## src/rtl/clint_timer_arm.sv

```systemverilog
// Arms a hart's mtimecmp to mtime+delta over a 32-bit register bus with one transaction in flight.
// The 64-bit mtime is read hi/lo/hi and retried on carry; mtimecmp is parked at all-ones during the update.
module clint_timer_arm #(
  parameter logic [31:0] BASE_ADDR = 32'h0200_0000,
  parameter int unsigned NR_CORES  = 1,
  parameter int unsigned MAX_RETRY = 3,
  localparam int unsigned HartW    = (NR_CORES == 1) ? 1 : $clog2(NR_CORES)
) (
  input  logic              clk_i,
  input  logic              rst_i,
  input  logic              arm_valid_i,
  output logic              arm_ready_o,
  input  logic [HartW-1:0]  arm_hart_i,
  input  logic [31:0]       arm_delta_i,
  output logic              done_o,
  output logic              err_o,
  output logic              req_o,
  input  logic              gnt_i,
  output logic              we_o,
  output logic [31:0]       addr_o,
  output logic [3:0]        be_o,
  output logic [31:0]       wdata_o,
  input  logic              rvalid_i,
  input  logic [31:0]       rdata_i
);

  localparam int unsigned RetryW  = (MAX_RETRY < 1) ? 1 : $clog2(MAX_RETRY + 1);
  localparam logic [31:0] MtimeLo = BASE_ADDR + 32'h0000_BFF8;
  localparam logic [31:0] MtimeHi = BASE_ADDR + 32'h0000_BFFC;
  localparam logic [31:0] CmpBase = BASE_ADDR + 32'h0000_4000;
  localparam logic [31:0] AllOnes = 32'hFFFF_FFFF;

  typedef enum logic [2:0] {
    S_IDLE, S_RD_HI0, S_RD_LO, S_RD_HI1, S_WR_HMAX, S_WR_LO, S_WR_HI, S_DONE
  } state_t;

  state_t              r_state, w_state;
  logic                r_pend, w_pend;
  logic                r_req, w_req;
  logic                r_we, w_we;
  logic [31:0]         r_addr, w_addr;
  logic [31:0]         r_wdata, w_wdata;
  logic                r_done, w_done;
  logic                r_err_o, w_err_o;
  logic                r_ready, w_ready;
  logic [HartW-1:0]    r_hart, w_hart;
  logic [31:0]         r_delta, w_delta;
  logic [31:0]         r_hi0, w_hi0;
  logic [31:0]         r_lo, w_lo;
  logic [RetryW-1:0]   r_retry, w_retry;
  logic                r_err, w_err;
  logic [63:0]         r_target, w_target;

  logic                w_issue;
  logic                w_iss_we;
  logic [31:0]         w_iss_addr;
  logic [31:0]         w_iss_data;
  logic [31:0]         w_cmp_lo;
  logic [31:0]         w_cmp_hi;
  logic [63:0]         w_sum;

  assign w_cmp_lo = CmpBase + (32'(r_hart) << 3);
  assign w_cmp_hi = w_cmp_lo + 32'd4;
  assign w_sum    = {rdata_i, r_lo} + {32'd0, r_delta};

  // Next-state: each bus state waits for grant, then for the response, then issues the next access.
  always_comb begin
    w_state    = r_state;
    w_pend     = r_pend;
    w_req      = r_req;
    w_we       = r_we;
    w_addr     = r_addr;
    w_wdata    = r_wdata;
    w_done     = 1'b0;
    w_err_o    = 1'b0;
    w_ready    = r_ready;
    w_hart     = r_hart;
    w_delta    = r_delta;
    w_hi0      = r_hi0;
    w_lo       = r_lo;
    w_retry    = r_retry;
    w_err      = r_err;
    w_target   = r_target;
    w_issue    = 1'b0;
    w_iss_we   = 1'b0;
    w_iss_addr = 32'd0;
    w_iss_data = 32'd0;

    case (r_state)
      S_IDLE: begin
        if (arm_valid_i && r_ready) begin
          w_hart     = arm_hart_i;
          w_delta    = arm_delta_i;
          w_retry    = '0;
          w_err      = 1'b0;
          w_ready    = 1'b0;
          w_state    = S_RD_HI0;
          w_issue    = 1'b1;
          w_iss_addr = MtimeHi;
        end
      end
      S_DONE: begin
        w_state = S_IDLE;
        w_ready = 1'b1;
      end
      default: begin
        if (r_req && gnt_i) begin
          w_req  = 1'b0;
          w_pend = 1'b1;
        end else if (r_pend && rvalid_i) begin
          w_pend = 1'b0;
          case (r_state)
            S_RD_HI0: begin
              w_hi0      = rdata_i;
              w_state    = S_RD_LO;
              w_issue    = 1'b1;
              w_iss_addr = MtimeLo;
            end
            S_RD_LO: begin
              w_lo       = rdata_i;
              w_state    = S_RD_HI1;
              w_issue    = 1'b1;
              w_iss_addr = MtimeHi;
            end
            S_RD_HI1: begin
              w_issue = 1'b1;
              if ((rdata_i != r_hi0) && (r_retry < RetryW'(MAX_RETRY))) begin
                w_hi0      = rdata_i;
                w_retry    = r_retry + RetryW'(1);
                w_state    = S_RD_LO;
                w_iss_addr = MtimeLo;
              end else begin
                // An exhausted retry budget still arms, using the last consistent-looking sample.
                w_err      = r_err | (rdata_i != r_hi0);
                w_target   = w_sum;
                w_state    = S_WR_HMAX;
                w_iss_we   = 1'b1;
                w_iss_addr = w_cmp_hi;
                w_iss_data = AllOnes;
              end
            end
            S_WR_HMAX: begin
              w_state    = S_WR_LO;
              w_issue    = 1'b1;
              w_iss_we   = 1'b1;
              w_iss_addr = w_cmp_lo;
              w_iss_data = r_target[31:0];
            end
            S_WR_LO: begin
              w_state    = S_WR_HI;
              w_issue    = 1'b1;
              w_iss_we   = 1'b1;
              w_iss_addr = w_cmp_hi;
              w_iss_data = r_target[63:32];
            end
            S_WR_HI: begin
              w_state = S_DONE;
              w_done  = 1'b1;
              w_err_o = r_err;
            end
            default: ;
          endcase
        end
      end
    endcase

    if (w_issue) begin
      w_req   = 1'b1;
      w_we    = w_iss_we;
      w_addr  = w_iss_addr;
      w_wdata = w_iss_data;
    end
  end

  always_ff @(posedge clk_i) begin
    if (rst_i) begin
      r_state  <= S_IDLE;
      r_pend   <= 1'b0;
      r_req    <= 1'b0;
      r_we     <= 1'b0;
      r_addr   <= 32'd0;
      r_wdata  <= 32'd0;
      r_done   <= 1'b0;
      r_err_o  <= 1'b0;
      r_ready  <= 1'b1;
      r_hart   <= '0;
      r_delta  <= 32'd0;
      r_hi0    <= 32'd0;
      r_lo     <= 32'd0;
      r_retry  <= '0;
      r_err    <= 1'b0;
      r_target <= 64'd0;
    end else begin
      r_state  <= w_state;
      r_pend   <= w_pend;
      r_req    <= w_req;
      r_we     <= w_we;
      r_addr   <= w_addr;
      r_wdata  <= w_wdata;
      r_done   <= w_done;
      r_err_o  <= w_err_o;
      r_ready  <= w_ready;
      r_hart   <= w_hart;
      r_delta  <= w_delta;
      r_hi0    <= w_hi0;
      r_lo     <= w_lo;
      r_retry  <= w_retry;
      r_err    <= w_err;
      r_target <= w_target;
    end
  end

  assign arm_ready_o = r_ready;
  assign done_o      = r_done;
  assign err_o       = r_err_o;
  assign req_o       = r_req;
  assign we_o        = r_we;
  assign addr_o      = r_addr;
  assign wdata_o     = r_wdata;
  assign be_o        = 4'hF;

endmodule

```

## config.mk

```make
export PLATFORM = sky130hd
export DESIGN_NAME = clint_timer_arm
export DESIGN_NICKNAME = d
export VERILOG_FILES = /design/src/rtl/clint_timer_arm.sv
export SDC_FILE = /design/constraint.sdc
export NUM_CORES = 1
export LEC_CHECK = 0
export BUFFER_PORTS_ARGS = -buffer_cell sky130_fd_sc_hd__clkbuf_2
export CORE_MARGIN = 8
export CORE_UTILIZATION = 34
export CTS_CLUSTER_DIAMETER = 40
export DETAILED_ROUTE_END_ITERATION = 7
export PLACE_DENSITY_LB_ADDON = 0.12
export SYNTH_ARGS = -nofsm -noshare
export SYNTH_HDL_FRONTEND = slang
export SYNTH_SLANG_ARGS = --single-unit
```

## constraint.sdc

```tcl
create_clock -name clk_i -period 7.25 [get_ports clk_i]
set_input_delay 2.175 -clock clk_i [delete_from_list [all_inputs] [get_ports clk_i]]
set_output_delay 2.175 -clock clk_i [all_outputs]
set_load 0.02 [all_outputs]
```

Word-level counts from Yosys, hierarchy flattened --
Index checks and enable logic that the tools add are counted.
Word-level totals: logic and storage cells 119, output and inout bits 73, input port bits 70, bits in registers 237
Operators by class: $lt $le $gt $ge 1, muxes and demuxes 48, add/sub/neg operators 4, bitwise operators 7, equality and inequality tests 14, reduce and logical (&&, ||, !) cells 29
Operators with widths (number):
- 32-bit two-way mux | 5
- 28-bit one-hot mux with 5 select lines | 1
- 32-bit one-hot mux with 3 select lines | 1
- 28-bit two-way mux | 3
- 64-bit by 32-bit adder with 64-bit output | 1
- 32-bit one-hot mux with 2 select lines | 1
- 28-bit one-hot mux with 2 select lines | 1
- 32-bit != test | 1
- 27-bit by 3-bit adder with 28-bit output, second input constant | 1
- 26-bit by 4-bit adder with 27-bit output, first input constant | 1
- 26-bit two-way mux | 1
- 1-bit two-way mux | 19
- 3-bit one-hot mux with 6 select lines | 1
- 2-bit nonzero test | 7
- 3-bit equality test, second input constant | 4
- 3-bit two-way mux | 4
- 6-bit AND reduction | 2
- 2-bit two-way mux | 5
- 5-bit AND reduction | 2
- 5-bit OR reduction | 2
- 1-bit one-hot mux with 2 select lines | 4
- 2-bit AND reduction | 4
- 4-bit AND reduction | 2
- 8-bit nonzero test | 1
- other kinds (16) | 29

Logic depth before layout (Yosys ltp) --
depth in word-level cells 8, depth in mapped cells 12, depth with buffers taken out 11

Worst setup path after synthesis --
No wires, ideal clock.
path type in2reg, start point input rdata_i[0], end point register r_target[25], path buffers 1, arrival time 4.160 ns, setup time 0.074 ns, slack 3.015 ns, cell stages on the path 9, data required time 7.176 ns, cells stage by stage clkbuf_1 xnor2_1 nand4_1 nor4_2 a21oi_2 nor2_2 nand2_1 or4_1 a31oi_1
On the way: cells in the longest elaborated chain, start to end 4
RTL lines:
- start, declared | line 24 | input logic [31:0] rdata_i
- 32-bit != test | line 127 | if ((rdata_i != r_hi0) && (r_retry < RetryW'(MAX_RETRY))) begin
- 1-bit logical AND | line 127
- 1-bit NOT (no line)
- 5-bit AND reduction (no line)
- end signal, assigned | line 209 | r_target <= w_target;
- end, declared | line 52 | logic [63:0] r_target, w_target;
No other way between the ends. A chain may end at the register's enable or synchronous reset.

Final worst setup path --
start point input rdata_i[8], end point register r_target[25]
Same word-level chain as after synthesis.

==> flow_summary.ini <==
[run_status]
status = complete, no violations

[clock_tree]
post_cts_buffers = 0
cts_buffer_depth = 3
numClockSinks = 210
cts_root_buf = clkbuf_16
h-tree-depth = 2
clock_latency_ns = 0.52
cts_resized = 0
cts_tree = built
numCtsBuffers = 42
cts.clk_slew.worst_paths_ns = 0.04
hold_buffers = 0

[detailed_routing]
dr.first_iter.drc_count = 699
via_count = 9990
via_per_inst = 5.09
final_antenna_net_count = 0
finalWirelength_um = 36700
drtPass1Iterations = 5
wire_per_inst_um = 18.7
drc = 0

[synth]
netlist_instances = 1432
synth-seq-area-share_pct = 37.7
avgSynthCellArea_um2 = 7.80
synth_top_cell_area_share_pct = 37.7
async_flop_share_pct = 0
synth_area_um2 = 11200
yosysUniqueCellTypes = 68
yosys.area.top_type = dfxtp_1
synth_commonest_cells = nand2_1, dfxtp_1, a21oi_1, nor2_1, clkbuf_1
synth.most_common_cell = nand2_1
ys_top_cells_by_area = dfxtp_1, nand2_1, a21oi_1
yosysWarnings = 0
synth_flop_cell = dfxtp_1
ys_ff_latch = 210
synth_edf_count = 0

[grt]
gr-usage-all-layers_pct = 18.4
grt_max_degree = 100
antenna_found_initial = 0
first_global_vias = 9563
grt_pass1_wl_um = 56700
grt_overflow = 0

[sta]
finalSetupTns_ns = 0
final_max_slew_viol_count = 0
fin_crit_sh_pct = 67.4
tightest_slew_ns = 0.991
fin_crit_ns = 4.89
finClkSkew_ns = 0.0155
slew-limit-headroom_pct = 33.8
fmax_mhz = 205
rsz0062_at_grt = no
finalWorstSetupSlack_ns = 2.36
hold_violations = 0
finalSetupViolCount = 0

[worst_setup_path]
critPathKind = in2reg
required_ns = 7.68
start_kind = input port
end_kind = register
r2r_slack_ns = 3.85
arrival_ns = 5.32
crit_fanout = 36

[floorplan]
die_h_um = 197
fp-row-count = 66
dieArea_um2 = 38900
start_util_pct = 34.4
fp.coreArea_um2 = 32500
boundaryPins = 143
fp.dieW_um = 197

[cells_and_area]
design_area_um2 = 13300
multi_input_area_um2 = 6280
area_growth_pct = 19.3
layout.nets = 1591
antennaDiodeCount = 0
area.sequential_um2 = 4210
drive_gt1_share_pct = 14.9
fillers = 3418

[placement]
portBuffers = 121
postPlaceCellArea_um2 = 11800
place_ws_ns = 1.84
place_hpwl_um = 27100
place_congestion = 0.878

[min_path]
hold_path.class = reg2reg

[power]
power.total_uw = 3410
power.switching_uw = 830
power_frac_clock_pct = 58.7
combPwrFrac_pct = 6.5
p_int_uw = 2580
powerDensity_nw_per_um2 = 256
seqPwrFrac_pct = 34.8
leakage_uw = 0.00478
p_sw_share_pct = 24.3
ir_drop_v = 0.000146

[run]
timing.max_cap.violations = 0
==> sequential cells by signal (all words and copies together), names as in the netlist <==
| register | count |
|---|---|
| r_target | 64 |
| r_hi0 | 32 |
| arm_ready_o | 1 |
| r_hart | 1 |
| r_delta | 32 |
| done_o | 1 |
| we_o | 1 |
| r_err | 1 |
| r_state | 3 |
| wdata_o | 32 |
| r_lo | 32 |
| req_o | 1 |
| r_pend | 1 |
| err_o | 1 |
| addr_o | 5 |
| r_retry | 2 |
==> area by class of cell <==
class | instances | share of cell area [%]
clock buffer | 49 | 8.47
clock inverter | 28 | 2.58
inverter | 24 | 0.676
multi-input combinational | 1076 | 47.2
sequential | 210 | 31.6
tap | 442 | 4.15
timing repair buffer | 133 | 5.36
==> layer usage <==
layer  share of wire (%)  GRT usage (%)  up-vias
met5                   0              0        -
li1                    -              -     5057
met2                  42           27.0      279
met1                  50           27.2     4609
met4                 1.5           4.10        0
met3                 6.4           3.58       45
==> power by group through the flow <==
stage          sequential (µW)  clock (µW)  combinational, µW
6_report                  1180        2000                222
5_1_grt                   1190        2100                244
4_1_cts                   1180        2040                222
3_5_place_dp              1210           0                221
3_3_place_gp              1210           0                221
2_1_floorplan             1210           0                160
==> cell families (layout without fill, tap and decap cells) <==
kind of cell,after synthesis,after routing,share of synthesized area [%]
flip-flops,210,210,37.7
buffers and inverters,165,234,6.86
AND/OR/NAND/NOR,531,531,21.2
multiplexers,67,67,6.01
AO/OA/AOI/OAI,360,360,19.4
XOR/XNOR,63,63,4.94
other,2,21,0.0673
adder cells (fa/ha/maj),34,34,3.88
==> metrics by stage <==
stage                     std cells  util, %  hold WS, ns
after global routing           1962     41.0        0.464
after CTS                      1962     41.0        0.449
after floorplan                1451        -        0.431
after detailed placement       1885     36.5        0.442
after global placement         1885     36.5        0.438
final                          1962     41.0        0.445
==> worst max-delay path, stage by stage <==
cell      delay [ns]
clkbuf_2        0.14
xnor2_1         0.31
nand4_1         0.16
nor4_2          0.39
a21oi_2         0.24
nor2_2          0.79
nand2_1         0.10
buf_4           0.30
or4_1           0.53
a31oi_1         0.16
==> worst paths after layout <==
path / to / cells past startpoint / start
max: r_target[25]$_SDFFE_PP0P_ / 10 / rdata_i[8]
min: addr_o[25]$_SDFFE_PP0P_ / 2 / addr_o[25]$_SDFFE_PP0P_
max reg2reg: r_target[25]$_SDFFE_PP0P_ / 9 / r_state[0]$_SDFFE_PP0P_
min reg2reg: addr_o[25]$_SDFFE_PP0P_ / 2 / addr_o[25]$_SDFFE_PP0P_
==> cells in the final DEF, fill, tap and decap left out, types with 7 or more instances in the layout <==
cell       instances
a211oi_1          25
a21oi_1          175
a311oi_1          19
a31oi_1            7
and2_1             7
and3_1            11
buf_4             11
clkbuf_16         43
clkbuf_2         120
conb_1            21
dfxtp_1          209
ha_1              33
inv_1             23
mux2i_1           67
nand2_1          257
nand3_1           32
nand4_1           22
nor2_1           135
o211ai_1           9
o21a_1             7
o21ai_0           67
o31ai_1            9
or3_1             15
or4_1             11
xnor2_1           55
xor2_1             8
No activity file was read; power rests on OpenSTA's default activity.
